$ cat config.mk
export PLATFORM = sky130hd
export DESIGN_NAME = sequential_divider_flat
export DESIGN_NICKNAME = d
export VERILOG_FILES = /design/src/rtl/sequential_divider_if.sv /design/src/rtl/sequential_divider.sv /design/src/flat_wrapper.sv
export SDC_FILE = /design/constraint.sdc
export NUM_CORES = 1
export LEC_CHECK = 0
export BUFFER_PORTS_ARGS = -buffer_cell sky130_fd_sc_hd__buf_4
export CORE_MARGIN = 4
export CORE_UTILIZATION = 55
export DETAILED_ROUTE_END_ITERATION = 7
export PLACE_DENSITY = 0.79
export SKIP_LAST_GASP = 1
export SLEW_MARGIN = 20
export SYNTH_ARGS = -nofsm -noshare
export SYNTH_HDL_FRONTEND = slang
export SYNTH_SLANG_ARGS = --single-unit
$ cat constraint.sdc
create_clock -name clk -period 5.3 [get_ports clk]
set_clock_uncertainty 0.05 [all_clocks]
set_input_delay 0.795 -clock clk [delete_from_list [all_inputs] [get_ports clk]]
set_output_delay 0.795 -clock clk [all_outputs]
set_load 0.005 [all_outputs]
$ cat src/rtl/sequential_divider_if.sv
// Handshake and result bundle between the ALU controller and the sequential divider.
// The controller owns the request side; the divider owns status and results.
interface sequential_divider_if #(
  parameter int M = 8,
  parameter int N = 4
);
  logic         start;
  logic [M-1:0] A;
  logic [N-1:0] B;
  logic         busy;
  logic         done;
  logic [M-1:0] Q;
  logic [N-1:0] R;
  logic         div_by_zero;

  modport master (
    output start, A, B,
    input  busy, done, Q, R, div_by_zero
  );

  modport slave (
    input  start, A, B,
    output busy, done, Q, R, div_by_zero
  );
endinterface

$ cat src/rtl/sequential_divider.sv
// Iterative unsigned restoring divider: one quotient bit per clock, M steps per division.
// A zero divisor short-circuits straight to DONE with an all-ones quotient.
module sequential_divider #(
  parameter int M = 8,
  parameter int N = 4
) (
  input  logic                clk,
  input  logic                rst,
  sequential_divider_if.slave bus
);

  localparam int CW = $clog2(M);

  typedef enum logic [1:0] {
    IDLE,
    CALC,
    DONE
  } state_t;

  state_t         state;
  state_t         state_nxt;

  logic [M-1:0]   dvd;        // dividend bits shift out the top, quotient bits shift in the bottom
  logic [N-1:0]   rem;        // stays below the divisor, so N bits are enough between steps
  logic [N-1:0]   dsr;
  logic [CW-1:0]  cnt;

  logic [N:0]     rem_shift;
  logic [N:0]     rem_step;
  logic           q_bit;

  logic [M-1:0]   q_r;
  logic [N-1:0]   r_r;
  logic           dbz_r;

  // One restoring step on the current shift-register contents.
  always_comb begin
    rem_shift = {rem, dvd[M-1]};
    q_bit     = (rem_shift >= {1'b0, dsr});
    rem_step  = q_bit ? (rem_shift - {1'b0, dsr}) : rem_shift;
  end

  // NOTE: every combinational output gets a default before the case so no path
  // leaves it unassigned, which would otherwise infer a latch.
  always_comb begin
    state_nxt = state;
    unique case (state)
      IDLE:    if (bus.start) state_nxt = (bus.B == '0) ? DONE : CALC;
      CALC:    if (cnt == '0) state_nxt = DONE;
      DONE:    state_nxt = IDLE;
      default: state_nxt = IDLE;
    endcase
  end

  // NOTE: sequential state uses non-blocking assignments so every flop samples
  // pre-edge values regardless of statement order.
  always_ff @(posedge clk) begin
    if (rst) state <= IDLE;
    else     state <= state_nxt;
  end

  always_ff @(posedge clk) begin
    if (rst) begin
      dvd   <= '0;
      rem   <= '0;
      dsr   <= '0;
      cnt   <= '0;
      q_r   <= '0;
      r_r   <= '0;
      dbz_r <= 1'b0;
    end else begin
      case (state)
        IDLE: begin
          if (bus.start) begin
            if (bus.B == '0) begin
              q_r   <= '1;
              r_r   <= '0;
              dbz_r <= 1'b1;
            end else begin
              dvd   <= bus.A;
              dsr   <= bus.B;
              rem   <= '0;
              cnt   <= CW'(M - 1);
              dbz_r <= 1'b0;
            end
          end
        end
        CALC: begin
          dvd <= {dvd[M-2:0], q_bit};
          rem <= rem_step[N-1:0];
          cnt <= cnt - CW'(1);
          // Results are published only on the final step so Q/R hold the previous answer until then.
          if (cnt == '0) begin
            q_r <= {dvd[M-2:0], q_bit};
            r_r <= rem_step[N-1:0];
          end
        end
        default: ;
      endcase
    end
  end

  assign bus.busy        = (state != IDLE);
  assign bus.done        = (state == DONE);
  assign bus.Q           = q_r;
  assign bus.R           = r_r;
  assign bus.div_by_zero = dbz_r;

endmodule

$ cat src/flat_wrapper.sv
// flat-port wrapper written by rule: the top's interface ports become plain ports
module sequential_divider_flat 
#(
  parameter int M = 8,
  parameter int N = 4
)
  (clk, rst, bus_start, bus_A, bus_B, bus_busy, bus_done, bus_Q, bus_R, bus_div_by_zero);
  sequential_divider_if #(.M(M), .N(N)) bus_i ();
  input  logic clk;
  input  logic rst;
  input wire logic [$bits(bus_i.start)-1:0] bus_start;
  input wire logic [$bits(bus_i.A)-1:0] bus_A;
  input wire logic [$bits(bus_i.B)-1:0] bus_B;
  output wire logic [$bits(bus_i.busy)-1:0] bus_busy;
  output wire logic [$bits(bus_i.done)-1:0] bus_done;
  output wire logic [$bits(bus_i.Q)-1:0] bus_Q;
  output wire logic [$bits(bus_i.R)-1:0] bus_R;
  output wire logic [$bits(bus_i.div_by_zero)-1:0] bus_div_by_zero;
  assign bus_i.start = bus_start;
  assign bus_i.A = bus_A;
  assign bus_i.B = bus_B;
  assign bus_busy = bus_i.busy;
  assign bus_done = bus_i.done;
  assign bus_Q = bus_i.Q;
  assign bus_R = bus_i.R;
  assign bus_div_by_zero = bus_i.div_by_zero;
  sequential_divider #(.M(M), .N(N)) u_core (.clk(clk), .rst(rst), .bus(bus_i));
endmodule
======== After elaboration in Yosys (flattened, before gate mapping) ========
Index checks and enable logic that the tools add are counted.
word-level totals
  register bits after elaboration ......... 34
  input port bits ......................... 15
  output and inout port bits .............. 15
  word-level logic and storage cells ...... 51
operators by class
  add/sub/neg operators ................... 2
  $lt $le $gt $ge ......................... 1
  eq/ne operators ......................... 6
  mux-type cells .......................... 23
  bitwise operators ....................... 1
  reductions and logical operators ........ 10
operators with widths
  cell                   number
  $mux W8                5
  $pmux W8 S2            2
  $mux W4                6
  $pmux W4 S2            2
  $mux W2                3
  $mux W3                2
  $pmux W3 S2            1
  $reduce_and A3 Y1      2
  $ge A5 B4 Y1           1
  $logic_not A4 Y1       1
  $ne A2 B1 Y1 const B   2
  $ne A2 B2 Y1 const B   2
  $pmux W2 S2            1
  $reduce_and A2 Y1      2
  $reduce_and A4 Y1      1
  $reduce_bool A2 Y1     2
  $sub A4 B4 Y4          1
  $logic_not A3 Y1       1
  $sub A3 B1 Y3 const B  1
  $eq A2 B1 Y1 const B   1
  $eq A2 B2 Y1 const B   1
  $logic_not A2 Y1       1
  $mux W1                1
  $not A1 Y1             1

======== Depth between registers and ports, before layout ========
  depth in word-level cells ............... 4
  depth in mapped cells ................... 8
  mapped depth without buffers ............ 7

======== Worst setup path before layout ========
Ideal clock, no wire load.
  path kind ............................... in2reg
  start ................................... in bus_B[0]
  end ..................................... reg u_core.q_r[2] (netlist: u_core.bus.Q[2])
  library setup time ...................... 0.080 ns
  arrival ................................. 2.217 ns
  data required time ...................... 5.170 ns
  setup slack ............................. 2.953 ns
  cell stages on the path ................. 6
  buffers on the path ..................... 1
  path through ............................ or4_4 -> or3_4 -> a21oi_4 -> buf_6 -> nor2_1 -> a211oi_2
between the ends
  word-level cells in the longest chain between the ends .. 3
ends and longest elaborated chain
  what                                line                      text
  from (decl)                         flat_wrapper.sv:13        input wire logic [$bits(bus_i.B)-1:0] bus_B;
  $logic_not A4 Y1                    sequential_divider.sv:75  if (bus.B == '0) begin
  $ne A2 B1 Y1 (no source line)       n/a
  $reduce_and A4 Y1 (no source line)  n/a
  to (signal assigned)                sequential_divider.sv:94  q_r <= {dvd[M-2:0], q_bit};
  to (decl)                           sequential_divider.sv:32  logic [M-1:0] q_r;
No other way between the ends.
A chain may end at the register's enable or synchronous reset.

======== Worst setup path after layout ========
  start ................................... in bus_B[0]
  end ..................................... reg u_core.q_r[0] (netlist: u_core.bus.Q[0])
The elaborated chain is that of the path after synthesis.

==> results by group <==
Floorplan
  – Die Area: 3930 sq um
  – I/O Pins: 30
  – Die Y: 62.7 um
  – Initial core utilization: 58.7%
  – Area of the core: 2810 sq um
  – Row cnt: 19
  – Die width: 62.7 um

Place
  – GPL Wtd Cong: 0.902
  – Pre-CTS setup slack: 2430 ps
  – Cell Area, Placed: 1860 sq um
  – Port Buf Inserts: 29
  – Cells after DPL: 240
  – Final HPWL DP: 2600 um

Timing
  – Final worst setup slack: 2770 ps
  – Slew headroom: 56.1%
  – FMAX: 395 MHz
  – Fin. max-slew vios: 0
  – Final Hold Vio Count: 0
  – Worst slew pin tran: 658 ps
  – RSZ-0062 raised after global routing: no
  – Endpoints failing setup: 0
  – Minimum clock period: 2530 ps
  – Post-Route Setup TNS: 0 ps
  – Fin crit share: 47.7%

Yosys
  – Post-synth top area share: 41.4%
  – Warnings from Yosys: 0
  – Seq/Total Area, Yosys: 41.4%
  – Synth Area per Inst: 8.61 sq um
  – Post-Syn Area: 1650 sq um
  – Leading area contributor after synthesis: dfxtp_1
  – Post-synthesis net count: 213
  – #FFs+latches synth: 34
  – Top cells by area, synth: dfxtp_1, nor2_1, a211oi_2
  – Unique masters post-synth: 35
  – Synth Instances: 191

Layout
  – Multi-input logic area: 871 sq um
  – Antenna cell count: 0
  – Post-route insts no fill: 248
  – Filler cells: 239
  – Finished Cell Area: 1920 sq um
  – Seq. cell area: 681 sq um
  – Commonest cells after routing, fill and taps aside: nor2_1, dfxtp_1, buf_4
  – Commonest non-fill, non-tap cell in the layout: nor2_1
  – Nets: 238
  – Fraction of layout cells with a size suffix above 1: 24.9%
  – P&R area growth vs syn: 16.5%
  – Final core occ: 68.3%

Setup path
  – CP endpoint kind: flip-flop
  – Arr. time, crit path: 2720 ps
  – Critical Path RT: 5490 ps
  – Crit path kind: in2reg
  – RR Startpoint: u_core.dvd[7]
  – Startpoint Class: input port
  – CP endpoint: u_core.bus.Q[0]
  – Crit path max fanout: 23
  – R2R setup slack: 3130 ps
  – Reg2reg end: u_core.rem[0]
  – Worst setup startpoint: bus_B[0]
  – Reg2reg path depth: 7

Drt
  – Met2 WL: 1750 um
  – WL met1: 1670 um
  – Post-Route WL: 3650 um
  – DRT Pass-1 Iters: 4
  – Via density: 5.73
  – DRC Markers: 0
  – Top routing layer in use: met4
  – Wire per inst: 14.7 um
  – Post-route ant nets: 0
  – Via Count: 1421
  – Iter 0 DRT Violations: 88
  – Met3 WL: 163 um

Power
  – Reg power frac: 48.4%
  – PwrDens: 325 nW/um^2
  – Logic pwr share: 27.8%
  – Leak: 0.780 nW
  – Clock share of power: 23.8%
  – Max VDD drop: 0.000207 V
  – Sw Pwr: 202 uW
  – Switching fraction of total power: 32.4%
  – Internal Power: 422 uW

Min path
  – Hold Path Class: reg2reg

Global routing
  – Antenna violations before repair: 0
  – Vias in the first global route: 1335
  – All-Layer GR Usage: 19.4%
  – Largest net degree at the start of global routing: 37
  – Gr ovfl total: 0
  – First-pass GRT wire length: 6200 um

Clock network
  – H-tree depth: 2
  – TritonCTS clock tree: done
  – Postcts setup bufs: 0
  – Reg clk slew, reported paths: 100 ps
  – Post-CTS sizing: 0
  – Root Buffer: clkbuf_4
  – Clk Latency, worst-skew pair: 330 ps
  – Max Root-Sink Buffers: 2
  – CTS Hold Bufs: 0
  – Clk sink count: 34
  – Total CTS buffers: 5

Run
  – Max Cap Violations: 0

Outcome
  – Status: finished clean
[sequential cells by signal, indices dropped and copies added (netlist names)]
name / cells
u_core.bus.R: 4
u_core.cnt: 3
u_core.dsr: 4
u_core.bus.Q: 8
u_core.dvd: 8
u_core.rem: 4
u_core.state: 2
u_core.bus.div_by_zero: 1
[cells by family (layout without fill, tap and decap cells)]
group | count (synthesis) | after routing | share of synthesized area (%)
AO/OA/AOI/OAI | 47 | 47 | 24.5
XOR/XNOR | 1 | 1 | 0.532
adder cells (fa/ha/maj) | 7 | 7 | 5.78
flip-flops | 34 | 34 | 41.4
AND/OR/NAND/NOR | 80 | 80 | 22.1
buffers and inverters | 22 | 48 | 5.70
[synthesized netlist by cell type, drive strengths merged]
library cell and number:
a2111oi 1, fa 1, a211oi 15, o2bb2ai 1, nor2b 3, a21oi 12, nand2b 4, a31oi 3
a311oi 8, inv 9, nor4 3, nand4 1, xor2 1, o32ai 1, or3 2, ha 6
nand3b 1, a311o 1, nand2 24, o31ai 1, a22oi 1, or4 1, nand4b 1, nor2 36
or2 4, clkbuf 10, o21ai 2, dfxtp 34, buf 3, o211a 1
[worst min-delay path by stage]
stage               cells after the start       endpoint     startpoint
floorplan                               2  u_core.dsr[2]  u_core.dsr[2]
global placement                        2  u_core.dsr[2]  u_core.dsr[2]
detailed placement                      2  u_core.dsr[2]  u_core.dsr[2]
CTS                                     2  u_core.dsr[2]  u_core.dsr[2]
global route                            2  u_core.dsr[2]  u_core.dsr[2]
finish                                  2  u_core.dsr[2]  u_core.dsr[2]
[power groups by stage]
stage                     Combinational, mW  Clock, mW  Sequential, mW
after floorplan                       0.125          0           0.303
after global placement                0.164          0           0.305
after detailed placement              0.172          0           0.307
after CTS                             0.173      0.152           0.301
after global routing                  0.195      0.163           0.305
final                                 0.173      0.148           0.302
[worst max-delay path, cell delays in order]
cell	delay (ps)
buf_4	110
or4_4	550
or3_4	360
a21oi_4	540
nor2_1	100
a311oi_1	260
[stage by stage]
step                      hold WS [ps]  power (mW)
after global routing               442       0.664
after CTS                          422       0.626
after floorplan                    386       0.428
final                              433       0.623
after global placement             399       0.470
after detailed placement           408       0.479
[routing by layer]
layer	up-vias	GRT usage [%]
met5	-	0
met4	0	6.61
met3	7	4.50
met2	42	30.1
met1	652	26.3
li1	720	-
[final cells by class]
type / instances / area share (%)
clock buffer: 7 / 2.87
clock inverter: 1 / 0.261
inverter: 9 / 1.76
multi-input combinational: 135 / 45.4
sequential: 34 / 35.5
tap: 31 / 2.02
timing repair buffer: 31 / 12.1
Note: power is estimated with default switching activity, not from simulation.
